## src/rtl/lights_mode_ctrl.sv

```systemverilog
// rtl/lights_mode_ctrl.sv - button debounce, press detect and auto-advance for the LED pattern selects
// Optional 2-flop input synchronizer enabled by defining LIGHTS_BTN_SYNC_EN.
module lights_mode_ctrl #(
   parameter int DEB_CYCLES  = 16,
   parameter int AUTO_PERIOD = 50000000,
   parameter int MODE_NUM    = 4
) (
   input  logic       clk,
   input  logic       rst,
   input  logic [2:0] btn,
   input  logic       auto_en,
   output logic [1:0] sel_0,
   output logic [1:0] sel_1,
   output logic [1:0] sel_2,
   output logic       sel_chg,
   output logic [2:0] btn_db
);
   localparam int DW = $clog2(DEB_CYCLES);
   localparam int AW = $clog2(AUTO_PERIOD);
   localparam logic [DW-1:0] DEB_LAST  = DW'(DEB_CYCLES - 1);
   localparam logic [AW-1:0] AUTO_LAST = AW'(AUTO_PERIOD - 1);
   localparam logic [1:0]    SEL_MAX   = 2'(MODE_NUM - 1);

   logic [2:0]    w_b;
   logic [2:0]    w_press;
   logic [2:0]    w_adv;
   logic          w_tick;
   logic [2:0]    r_btn_db;
   logic [DW-1:0] r_deb_cnt [3];
   logic [AW-1:0] r_auto_cnt;
   logic [1:0]    r_sel [3];
   logic          r_sel_chg;

`ifdef LIGHTS_BTN_SYNC_EN
   logic [2:0] r_sync_0;
   logic [2:0] r_sync_1;

   always_ff @(posedge clk) begin
      if (rst) begin
         r_sync_0 <= '0;
         r_sync_1 <= '0;
      end else begin
         r_sync_0 <= btn;
         r_sync_1 <= r_sync_0;
      end
   end

   assign w_b = r_sync_1;
`else
   assign w_b = btn;
`endif

   // Any sample equal to the debounced level restarts the qualification run.
   always_ff @(posedge clk) begin
      for (int i = 0; i < 3; i++) begin
         if (rst) begin
            r_deb_cnt[i] <= '0;
            r_btn_db[i]  <= 1'b0;
         end else if (w_b[i] == r_btn_db[i]) begin
            r_deb_cnt[i] <= '0;
         end else if (r_deb_cnt[i] == DEB_LAST) begin
            r_deb_cnt[i] <= '0;
            r_btn_db[i]  <= w_b[i];
         end else begin
            r_deb_cnt[i] <= r_deb_cnt[i] + 1'b1;
         end
      end
   end

   always_ff @(posedge clk) begin
      if (rst || !auto_en) begin
         r_auto_cnt <= '0;
      end else if (r_auto_cnt == AUTO_LAST) begin
         r_auto_cnt <= '0;
      end else begin
         r_auto_cnt <= r_auto_cnt + 1'b1;
      end
   end

   assign w_tick = auto_en & (r_auto_cnt == AUTO_LAST);

   always_comb begin
      w_press = '0;
      w_adv   = '0;
      for (int i = 0; i < 3; i++) begin
         w_press[i] = w_b[i] & ~r_btn_db[i] & (r_deb_cnt[i] == DEB_LAST);
         w_adv[i]   = w_press[i] | w_tick;
      end
   end

   // A press coinciding with a tick still advances the channel only once.
   always_ff @(posedge clk) begin
      for (int i = 0; i < 3; i++) begin
         if (rst) begin
            r_sel[i] <= 2'(i % MODE_NUM);
         end else if (w_adv[i]) begin
            r_sel[i] <= (r_sel[i] == SEL_MAX) ? 2'd0 : r_sel[i] + 2'd1;
         end
      end
   end

   always_ff @(posedge clk) begin
      if (rst) begin
         r_sel_chg <= 1'b0;
      end else begin
         r_sel_chg <= |w_adv;
      end
   end

   assign sel_0   = r_sel[0];
   assign sel_1   = r_sel[1];
   assign sel_2   = r_sel[2];
   assign sel_chg = r_sel_chg;
   assign btn_db  = r_btn_db;
endmodule

```

## config.mk

```make
export PLATFORM = sky130hd
export DESIGN_NAME = lights_mode_ctrl
export DESIGN_NICKNAME = d
export VERILOG_FILES = /design/src/rtl/lights_mode_ctrl.sv
export SDC_FILE = /design/constraint.sdc
export NUM_CORES = 1
export LEC_CHECK = 0
export BUFFER_PORTS_ARGS = -buffer_cell sky130_fd_sc_hd__buf_4
export CAP_MARGIN = 25
export CORE_MARGIN = 2
export CORE_UTILIZATION = 54
export CTS_CLUSTER_SIZE = 12
export DETAILED_ROUTE_END_ITERATION = 16
export PLACE_DENSITY = 0.71
export SLEW_MARGIN = 20
export SYNTH_ARGS = -nofsm -noshare
export SYNTH_HDL_FRONTEND = slang
export SYNTH_SLANG_ARGS = --single-unit
```

## constraint.sdc

```tcl
create_clock -name clk -period 2.53 [get_ports clk]
set_input_delay 0 -clock clk [delete_from_list [all_inputs] [get_ports clk]]
set_output_delay 0 -clock clk [all_outputs]
set_load 0.02 [all_outputs]
```

==> results of run 1 <==
-- worst max-delay path: cells and delay by family, from the launching register on --
family | cells | cell delay (ns)
and+or+nand+nor | 2 | 1.10
DFF | 1 | 0.39
adders and majority gates | 1 | 0.32
AOI/OAI and AO/OA | 1 | 0.14
buffers and inverters | 1 | 0.07
-- path summary, 6_finish.rpt --
path | slack, ns | to | cells past startpoint
worst max-delay path | 0.44 | r_auto_cnt[20] | 5
worst min-delay path | 0.005 | btn_db[1] | 2
worst max register to register | 0.44 | r_auto_cnt[20] | 5
worst min register to register | 0.48 | r_auto_cnt[0] | 1
-- state kept, by name, summed over array words and instances, names as in the netlist --
register / cells
btn_db: 3
r_auto_cnt: 26
r_deb_cnt: 12
r_sel: 6
sel_chg: 1
-- synthesized netlist by cell type (all sizes together) (2+ instances only) --
library cell / instances / area share [%]
or4: 8 / 2.9
and4: 4 / 1.6
inv: 13 / 2.1
o21ai: 9 / 1.9
clkbuf: 5 / 0.81
xor2: 8 / 3.0
ha: 10 / 5.4
xnor2: 8 / 3.0
nor4b: 2 / 0.75
nor3: 5 / 1.1
nand4: 9 / 2.7
edfxtp: 18 / 23
nand3: 19 / 4.1
a211o: 2 / 0.75
or3: 13 / 3.5
and3: 3 / 0.81
o31ai: 6 / 1.9
buf: 2 / 0.97
nor2: 28 / 4.5
nand2: 13 / 2.1
a21oi: 20 / 4.3
dfxtp: 30 / 26
-- per-layer routing --
layer,track usage [%],vias up
li1,-,940
met1,23.7,823
met2,32.5,19
met3,4.36,7
met4,8.33,0
met5,0,-
-- metrics by stage --
| stage | hold slack, ns | area (sq um) |
|---|---|---|
| after CTS | 0.0000869 | 2660 |
| after global routing | 0.0127 | 2660 |
| after floorplan | 0.136 | 2370 |
| after global placement | 0.264 | 2510 |
| final | 0.00473 | 2660 |
| after detailed placement | 0.262 | 2510 |
-- logic make-up after synthesis --
group / Yosys count
simple gates: 106
flops: 48
compound gates: 42
buf+inv: 20
xor+xnor: 16
fa+ha+maj: 10
other cells: 1
-- final cells by class --
class                   instances  area (sq um)
clock buffers                   7          86.3
clock inverters                 1          3.75
fillers                       343          1430
inverters                      13          48.8
multi-input cells             186          1140
flip-flops and latches         48          1140
well taps                      50          62.6
repair buffers                 22           180
-- power by group --
| group | leakage, uW | switching, uW | internal, uW |
|---|---|---|---|
| Clock | 0.0000459 | 236 | 219 |
| Combinational | 0.000465 | 44.5 | 34.4 |
| Sequential | 0.000420 | 13.0 | 818 |
| Total | 0.000931 | 293 | 1070 |
==> metrics.txt, run 1 <==
DPL Wire Length 2990 um; HP Class input pin to flop; root buffer selected by CTS clkbuf_8; ys flop type dfxtp_1; GRT overflow 0; horizontal die dimension 69.7 um; number of clock sinks seen by CTS 48; final core area utilization 65.1%; clock latency on the worst-skew pair 0.30 ns; pwr dens 513 nW/um^2; vias in the first global route 1743; total global routing track utilization 19.3%; count of buffers from port buffering 15; share of flip-flops with an asynchronous set or reset after synthesis 0%; required arrival time at the worst endpoint 2.76 ns; timing-limited maximum frequency 478 MHz; highest-delay cell along the critical path or4_4; worst setup timing slack at the placement stage 0.460 ns; Worst Setup Start Kind flop; standby leakage power 0.000931 uW; Final Max Slew Viols 0; detailed-route vias per instance 5.47; Cell Chain, Critical Path ha_1, inv_1, or4_4, or4_1, a21oi_1; TritonCTS clock tree built; Iter 0 DRT Violations 87; average wire length per cell after detail routing 12.7 um; non-filler instance count after layout 327; total power 1360 uW; result of the run finished, final reports clean; Final WS setup 0.436 ns; Max IR drop VDD 382 uV; core area 4090 sq um; Final Hold Fails 0; fraction of the mapped netlist area in compound gates 11.0%; setup repair after global routing missed its margin false; fraction of layout cells with a size suffix above 1 10.5%; RR Startpoint r_auto_cnt[0]; post-route antenna net violation count 0; GP Congestion 0.745; Die Y-Extent 69.7 um; Top-Level Pins 16; Post-synth EDFFs 18; post-synthesis share of cell area spent on full adders, half adders and majority gates 5.37%; hold wc startpoint rst; top library cells by usage in the layout, fill and taps aside dfxtp_1, nor2_1, a21oi_1, nand3_1, edfxtp_1; Final setup violation count 0; main combinational cell family by area after synthesis simple AND/OR/NAND/NOR gates; proportion of synthesized chip area in sequential cells 49.0%; Routed Wire Length 4170 um; worst setup path class flop to flop; DR vias 1789; Tcrit/Tclk final 82.8%; most common library cell in the layout ignoring fill and taps dfxtp_1; Initial Utilization 57.0%; met2 routed WL 2010 um; Layout Nets 292; parity-gate share of the synthesized area counting xor and xnor cells 6.02%; multiplexer fraction of the synthesized cell area 0%; post-CTS repair timing setup buffer count 0; accumulated negative setup slack 0 ns; wire length of the first global-routing pass 7550 um; basic-gate share of the synthesized area counting and, or, nand and nor cells 24.6%; drt pass-1 iters 4; antenna violations before repair 0; top routing layer in use met4; shortest clock period the worst path allows after layout 2.09 ns; synthesis-stage register bit count 48; synthesized area divided by synthesized cell count 9.58 sq um; full die area 4850 sq um; layout overhead on the synthesized area 14.3%; largest buffer count on any clock path 2; length of routed met3 wiring 105 um; number of cells after detailed placement 313; number of buffers added to fix hold violations after cts 6; Clock Pin Slew Worst Setup and Hold Paths 0.08 ns; critical path peak fanout 14; Max-Cap Viols 0; residual DRC count 0; CTS H-tree lvls 2; number of buffers inserted during clock tree synthesis 5; pin count of the biggest net entering global routing 26; number of standard-cell rows in the floorplan 23; mapped cell area 2330 sq um; longest individual stage delay on the worst path 0.61 ns; post-CTS sizing 0; Post-Syn Instances 243; antenna diode count 0; Synth Warn # 0; data arrival time of the critical path 2.32 ns; number of different library cells in the post-synthesis netlist 34; worst-case clock skew 0.0102 ns; WL met1 1970 um; Critical Path Sink Type flop; launching element of the worst setup path r_auto_cnt[0]
(Power assumes the default switching activity.)
==> inputs of run 2 (changes only) <==
==> constraint.sdc (replaced) <==
create_clock -name clk -period 2.1 [get_ports clk]
set_input_delay 0 -clock clk [delete_from_list [all_inputs] [get_ports clk]]
set_output_delay 0 -clock clk [all_outputs]
set_load 0.02 [all_outputs]
==> run 2 against run 1 <==
Effect of this change:
- cell count rose by 1.5%
- sequential power is 20% higher
- worst setup slack lost 0.32 ns
- hold slack worse by 0.0017 ns
- clock skew shrank 0.0017 ns
- highest routed layer unchanged
- largest power group unchanged
==> metrics.txt, run 2 (synthesis results as in run 1) <==
result of the run finished, final reports clean; shortest clock period the worst path allows after layout 1.98 ns (-0.115 ns); drt pass-1 iters 4 (unchanged); number of standard-cell rows in the floorplan 23 (unchanged); fraction of power consumed by the clock network 37.2% (+3.9 points); DPL Wire Length 2910 um (-2.9%); number of logic stages on the critical path including buffering 4 (-1); Int Power 1380 uW (+29%); depth of the most critical reg-to-reg path 4 (-1); Max-Cap Viols 0 (unchanged); final hold slack 0.00303 ns (-0.00170 ns); CP Buf/Inv Count 0 (-1); pwr dens 643 nW/um^2 (+25%); antenna diode count 0 (unchanged); top flop regs r_auto_cnt (26), r_deb_cnt (12), r_sel (6); Worst Setup Start Kind flop; Iter 0 DRT Violations 79 (-9.2%); post-route antenna net violation count 0 (unchanged); most common library cell in the layout ignoring fill and taps dfxtp_1; highest-delay cell along the critical path or4_4; count of buffers from port buffering 15 (unchanged); Initial Utilization 57.0% (unchanged); number of clock sinks seen by CTS 48 (unchanged); capturing instance or port of the critical path r_auto_cnt[22]; register-to-register path setup slack 0.12 ns (-0.32 ns); endpoint of the most critical register-to-register path r_auto_cnt[22]; CTS H-tree lvls 2 (unchanged); flip-flop count of the largest register, all copies and words added 26 (unchanged); launching element of the worst setup path r_auto_cnt[2]; DR vias 1810 (+1.2%); longest individual stage delay on the worst path 0.63 ns (+0.02 ns); Tcrit/Tclk final 94.2% (+11 points); critical path peak fanout 14 (unchanged); Clock Pin Slew Worst Setup and Hold Paths 0.09 ns (about the same); Final Max Slew Viols 0 (unchanged); residual DRC count 0 (unchanged); area of the multi-input gates 1140 sq um (unchanged); RR Startpoint r_auto_cnt[2]; full die area 4850 sq um (unchanged); Die Y-Extent 69.7 um (unchanged); GRT overflow 0 (unchanged); clock latency on the worst-skew pair 0.30 ns (about the same); GP Congestion 0.741 (-0.52%); register name with the most flops r_auto_cnt; data arrival time of the critical path 2.21 ns (-0.11 ns); average wire length per cell after detail routing 12.4 um (-2.5%); timing-limited maximum frequency 505 MHz (+5.8%); core area 4090 sq um (unchanged); filler cell count 334 (-2.6%); standby leakage power 0.000968 uW (+4.0%); final core area utilization 66.6% (+1.4 points); total global routing track utilization 18.9% (-0.33 points); Final setup violation count 0 (unchanged); largest buffer count on any clock path 2 (unchanged); post-CTS repair timing setup buffer count 0 (unchanged); Critical Path Sink Type flop; total power 1750 uW (+28%); worst-case clock skew 0.00858 ns (-0.00166 ns); crit-path leading delay family simple AND/OR/NAND/NOR gates; top library cells by usage in the layout, fill and taps aside dfxtp_1, nor2_1, a21oi_1, buf_4, nand3_1; Layout Nets 297 (+1.7%); fraction of layout cells with a size suffix above 1 12.4% (+1.9 points); Top-Level Pins 16 (unchanged); number of buffers inserted during clock tree synthesis 5 (unchanged); required arrival time at the worst endpoint 2.33 ns (-0.43 ns); worst setup path class flop to flop; Final Hold Fails 0 (unchanged); wire length of the first global-routing pass 7470 um (-1.0%); root buffer selected by CTS clkbuf_8; Max IR drop VDD 413 uV (+8.3%); sequential cell fraction of total power 57.3% (-3.6 points); horizontal die dimension 69.7 um (unchanged); TritonCTS clock tree built; vias in the first global route 1762 (+1.1%); HP Class input pin to flop; Cell Chain, Critical Path nand4_2, or4_4, or4_1, a21oi_1; Net Switching 366 uW (+25%); FF+latch area 1140 sq um (+0.11%); antenna violations before repair 0 (unchanged); pin count of the biggest net entering global routing 18 (-31%); combinational fraction of design power 5.5% (-0.3 points); Min-Delay Path Depth 2 (unchanged); layout overhead on the synthesized area 16.8%; Routed Wire Length 4130 um (-0.96%); fraction of power spent switching nets 21.0% (-0.52 points); detailed-route vias per instance 5.45 (-0.35%)
==> run 2: per-stage QoR <==
stage | cells | area (sq um) | setup WS [ns] | setup TNS (ns)
after floorplan | 254 | 2370 | 0.106 | 0
after global placement | 317 | 2540 | 0.183 | 0
after detailed placement | 317 | 2540 | 0.154 | 0
after CTS | 332 | 2720 | 0.136 | 0
after global routing | 332 | 2720 | -0.00455 | -0.00455
final | 332 | 2720 | 0.121 | 0
==> run 2: cell type report <==
cell class                 count  area share (%)
clock buffer                   6            2.67
clock inverter                 2            1.29
inverter                      13            1.79
multi-input combinational    186            41.9
sequential                    48            42.0
tap                           50            2.30
timing repair buffer          27            8.10
==> run 2: worst min path at each step <==
stage | startpoint | to | slack (ns)
final | rst | sel_chg | 0.003
after global routing | rst | sel_chg | 0.02
after CTS | rst | sel_chg | 0.00008
after detailed placement | btn[2] | btn_db[2] | 0.26
after global placement | btn[2] | btn_db[2] | 0.26
after floorplan | btn[0] | btn_db[0] | 0.14
==> run 2: power groups by stage <==
stage | logic [uW] | registers (uW) | clock network, uW
global placement | 88.1 | 1020 | 0
floorplan | 55.4 | 1020 | 0
detailed placement | 89.3 | 1020 | 0
global route | 112 | 1000 | 704
CTS | 96.5 | 1000 | 663
finish | 96.1 | 1000 | 651
==> run 2: routing by layer <==
| metal | vias to the layer above | global-route usage (%) | wire length (um) |
|---|---|---|---|
| li1 | 958 | - | - |
| met1 | 824 | 24.0 | 2000 |
| met2 | 23 | 31.5 | 1920 |
| met3 | 5 | 4.80 | 143 |
| met4 | 0 | 6.41 | 61 |
| met5 | - | 0 | 0 |
==> run 2: what timing repair did <==
item,in CTS,in global routing
hold buffers,7,0
endpoints found under the setup margin,0,1
resized for setup,0,1
hold endpoints to repair,4,0
==> inputs of run 3 (changes only) <==
--- a/config.mk
+++ b/config.mk
@@ -7,7 +7,7 @@
 export LEC_CHECK = 0
 export BUFFER_PORTS_ARGS = -buffer_cell sky130_fd_sc_hd__buf_4
 export CAP_MARGIN = 25
-export CORE_MARGIN = 2
+export CORE_MARGIN = 5
 export CORE_UTILIZATION = 54
 export CTS_CLUSTER_SIZE = 12
 export DETAILED_ROUTE_END_ITERATION = 16
==> run 3 against run 2 <==
Effect of this change:
- combinational power decreased by 0.4%
- via count increased by 0.94%
- worst setup slack improved by 0.0070 ns
- power decreased by 7.1%
- critical path depth unchanged
- highest routed layer unchanged
- clock power decreased by 19%
- global-route usage decreased by 2.4 points
- non-clock buffer count unchanged
- routed wire length increased by 1.9%
- cell count unchanged
==> metrics.txt, run 3 (synthesis results as in run 1) <==
vias in the first global route 1708 (-3.1%); hold wc startpoint rst; top flop regs r_auto_cnt (26), r_deb_cnt (12), r_sel (6); Final Hold Fails 0 (unchanged); Layout Nets 297 (unchanged); shortest clock period the worst path allows after layout 1.97 ns (-0.00704 ns); total global routing track utilization 16.6% (-2.4 points); standby leakage power 0.000956 uW (-1.3%); flip-flop count of the largest register, all copies and words added 26 (unchanged); post-CTS repair timing setup buffer count 0 (unchanged); wire length of the first global-routing pass 7180 um (-4.0%); detailed-route vias per instance 5.50 (+0.94%); required arrival time at the worst endpoint 2.33 ns (about the same); Iter 0 DRT Violations 74 (-6.3%); HP Class input pin to flop; Routed Wire Length 4210 um (+1.9%); pwr dens 603 nW/um^2 (-6.2%); worst setup timing slack at the placement stage 0.162 ns (+0.00771 ns); worst setup path class flop to flop; Final setup violation count 0 (unchanged); Max IR drop VDD 395 uV (-4.5%); Final WS setup 0.128 ns (+0.00704 ns); non-filler instance count after layout 332 (unchanged); horizontal die dimension 75.7 um (+8.6%); highest-delay cell along the critical path or4_4; Cell Chain, Critical Path nand4_2, or4_4, or4_1, a21oi_1; register name with the most flops r_auto_cnt; number of buffers inserted during clock tree synthesis 5 (unchanged); average wire length per cell after detail routing 12.7 um (+1.9%); longest individual stage delay on the worst path 0.64 ns (about the same); Endpoint, Worst Hold sel_chg; antenna violations before repair 0 (unchanged); root buffer selected by CTS clkbuf_8; Tcrit/Tclk final 93.9% (-0.34 points); GRT overflow 0 (unchanged); full die area 5730 sq um (+18%); worst-case clock skew 0.0115 ns (+0.00296 ns); Initial Utilization 57.0% (unchanged); Die Y-Extent 75.7 um (+8.6%); core area 4090 sq um (unchanged); most common library cell in the layout ignoring fill and taps dfxtp_1; number of clock sinks seen by CTS 48 (unchanged); total power 1620 uW (-7.1%); final hold slack 0.00324 ns (+0.000210 ns); count of buffers from port buffering 15 (unchanged); Top-Level Pins 16 (unchanged); drt pass-1 iters 4 (unchanged); number of standard-cell rows in the floorplan 23 (unchanged); timing-limited maximum frequency 507 MHz (+0.36%); pin count of the biggest net entering global routing 18 (unchanged); number of cells after detailed placement 317 (unchanged); data arrival time of the critical path 2.20 ns (about the same); largest buffer count on any clock path 2 (unchanged); CTS H-tree lvls 2 (unchanged); Worst Setup Start Kind flop; CP Buf/Inv Count 0 (unchanged); DPL Wire Length 2970 um (+2.1%); GP Congestion 0.752 (+1.5%); Clock Pin Slew Worst Setup and Hold Paths 0.09 ns (about the same); register-to-register path setup slack 0.13 ns (about the same); residual DRC count 0 (unchanged); Final Max Slew Viols 0 (unchanged); result of the run finished, final reports clean; clock latency on the worst-skew pair 0.30 ns (about the same); post-route antenna net violation count 0 (unchanged); RR Startpoint r_auto_cnt[2]; layout overhead on the synthesized area 15.7%; TritonCTS clock tree built; Min-Delay Path Depth 2 (unchanged); Max-Cap Viols 0 (unchanged); critical path peak fanout 14 (unchanged); Critical Path Sink Type flop; top library cells by usage in the layout, fill and taps aside dfxtp_1, nor2_1, a21oi_1, buf_4, nand3_1; depth of the most critical reg-to-reg path 4 (unchanged); number of logic stages on the critical path including buffering 4 (unchanged); DR vias 1827 (+0.94%); endpoint of the most critical register-to-register path r_auto_cnt[17]; antenna diode count 0 (unchanged); crit-path leading delay family simple AND/OR/NAND/NOR gates; fraction of layout cells with a size suffix above 1 12.1% (-0.35 points)
-- run 3: cell count changes in the layout (fill, tap and decap cells not counted), sizes merged --
cell    previous run  this run
clkbuf             6         7
bufinv             1         0
-- run 3: worst max-delay path by stage --
stage                              from             end  slack, ns
after CTS                 r_auto_cnt[2]  r_auto_cnt[17]       0.14
after floorplan           r_auto_cnt[0]  r_auto_cnt[18]       0.11
final                     r_auto_cnt[2]  r_auto_cnt[17]       0.13
after global placement    r_auto_cnt[9]     r_sel[1][0]       0.19
after global routing      r_auto_cnt[2]  r_auto_cnt[17]     -0.002
after detailed placement  r_auto_cnt[0]  r_auto_cnt[20]       0.16
-- run 3: area by class of cell --
cell class / count / area (sq um)
Clock inverter: 1 / 5.00
Tap cell: 50 / 62.6
Fill cell: 349 / 1390
Timing Repair Buffer: 27 / 220
Clock buffer: 7 / 76.3
Sequential cell: 48 / 1140
Inverter: 13 / 48.8
Multi-Input combinational cell: 186 / 1140
-- run 3: through the flow --
step | cell area, sq um | setup TNS (ns) | util [%]
after global placement | 2540 | 0 | 62.2
after detailed placement | 2540 | 0 | 62.2
after floorplan | 2370 | 0 | -
final | 2690 | 0 | 65.9
after global routing | 2690 | -0.00209 | 65.9
after CTS | 2690 | 0 | 65.9
-- run 3: timing repair --
action | CTS | global route
endpoints found under the hold margin | 4 | 0
hold buffers | 7 | 0
resized for setup | 0 | 1
setup endpoints to repair | 0 | 2
-- run 3: where the power goes --
part | internal (uW) | leakage [uW] | switching [uW] | total (uW)
sequential | 985 | 0.000420 | 15.3 | 1000
clock | 234 | 0.0000422 | 293 | 527
combinational | 42.4 | 0.000493 | 53.4 | 95.7
-- run 3: layer usage --
layer	wire length [um]	up-vias	GRT usage [%]
met2	2010	21	28.6
li1	-	956	-
met5	0	-	0
met3	166	5	4.88
met1	1970	845	19.4
met4	70	0	6.41
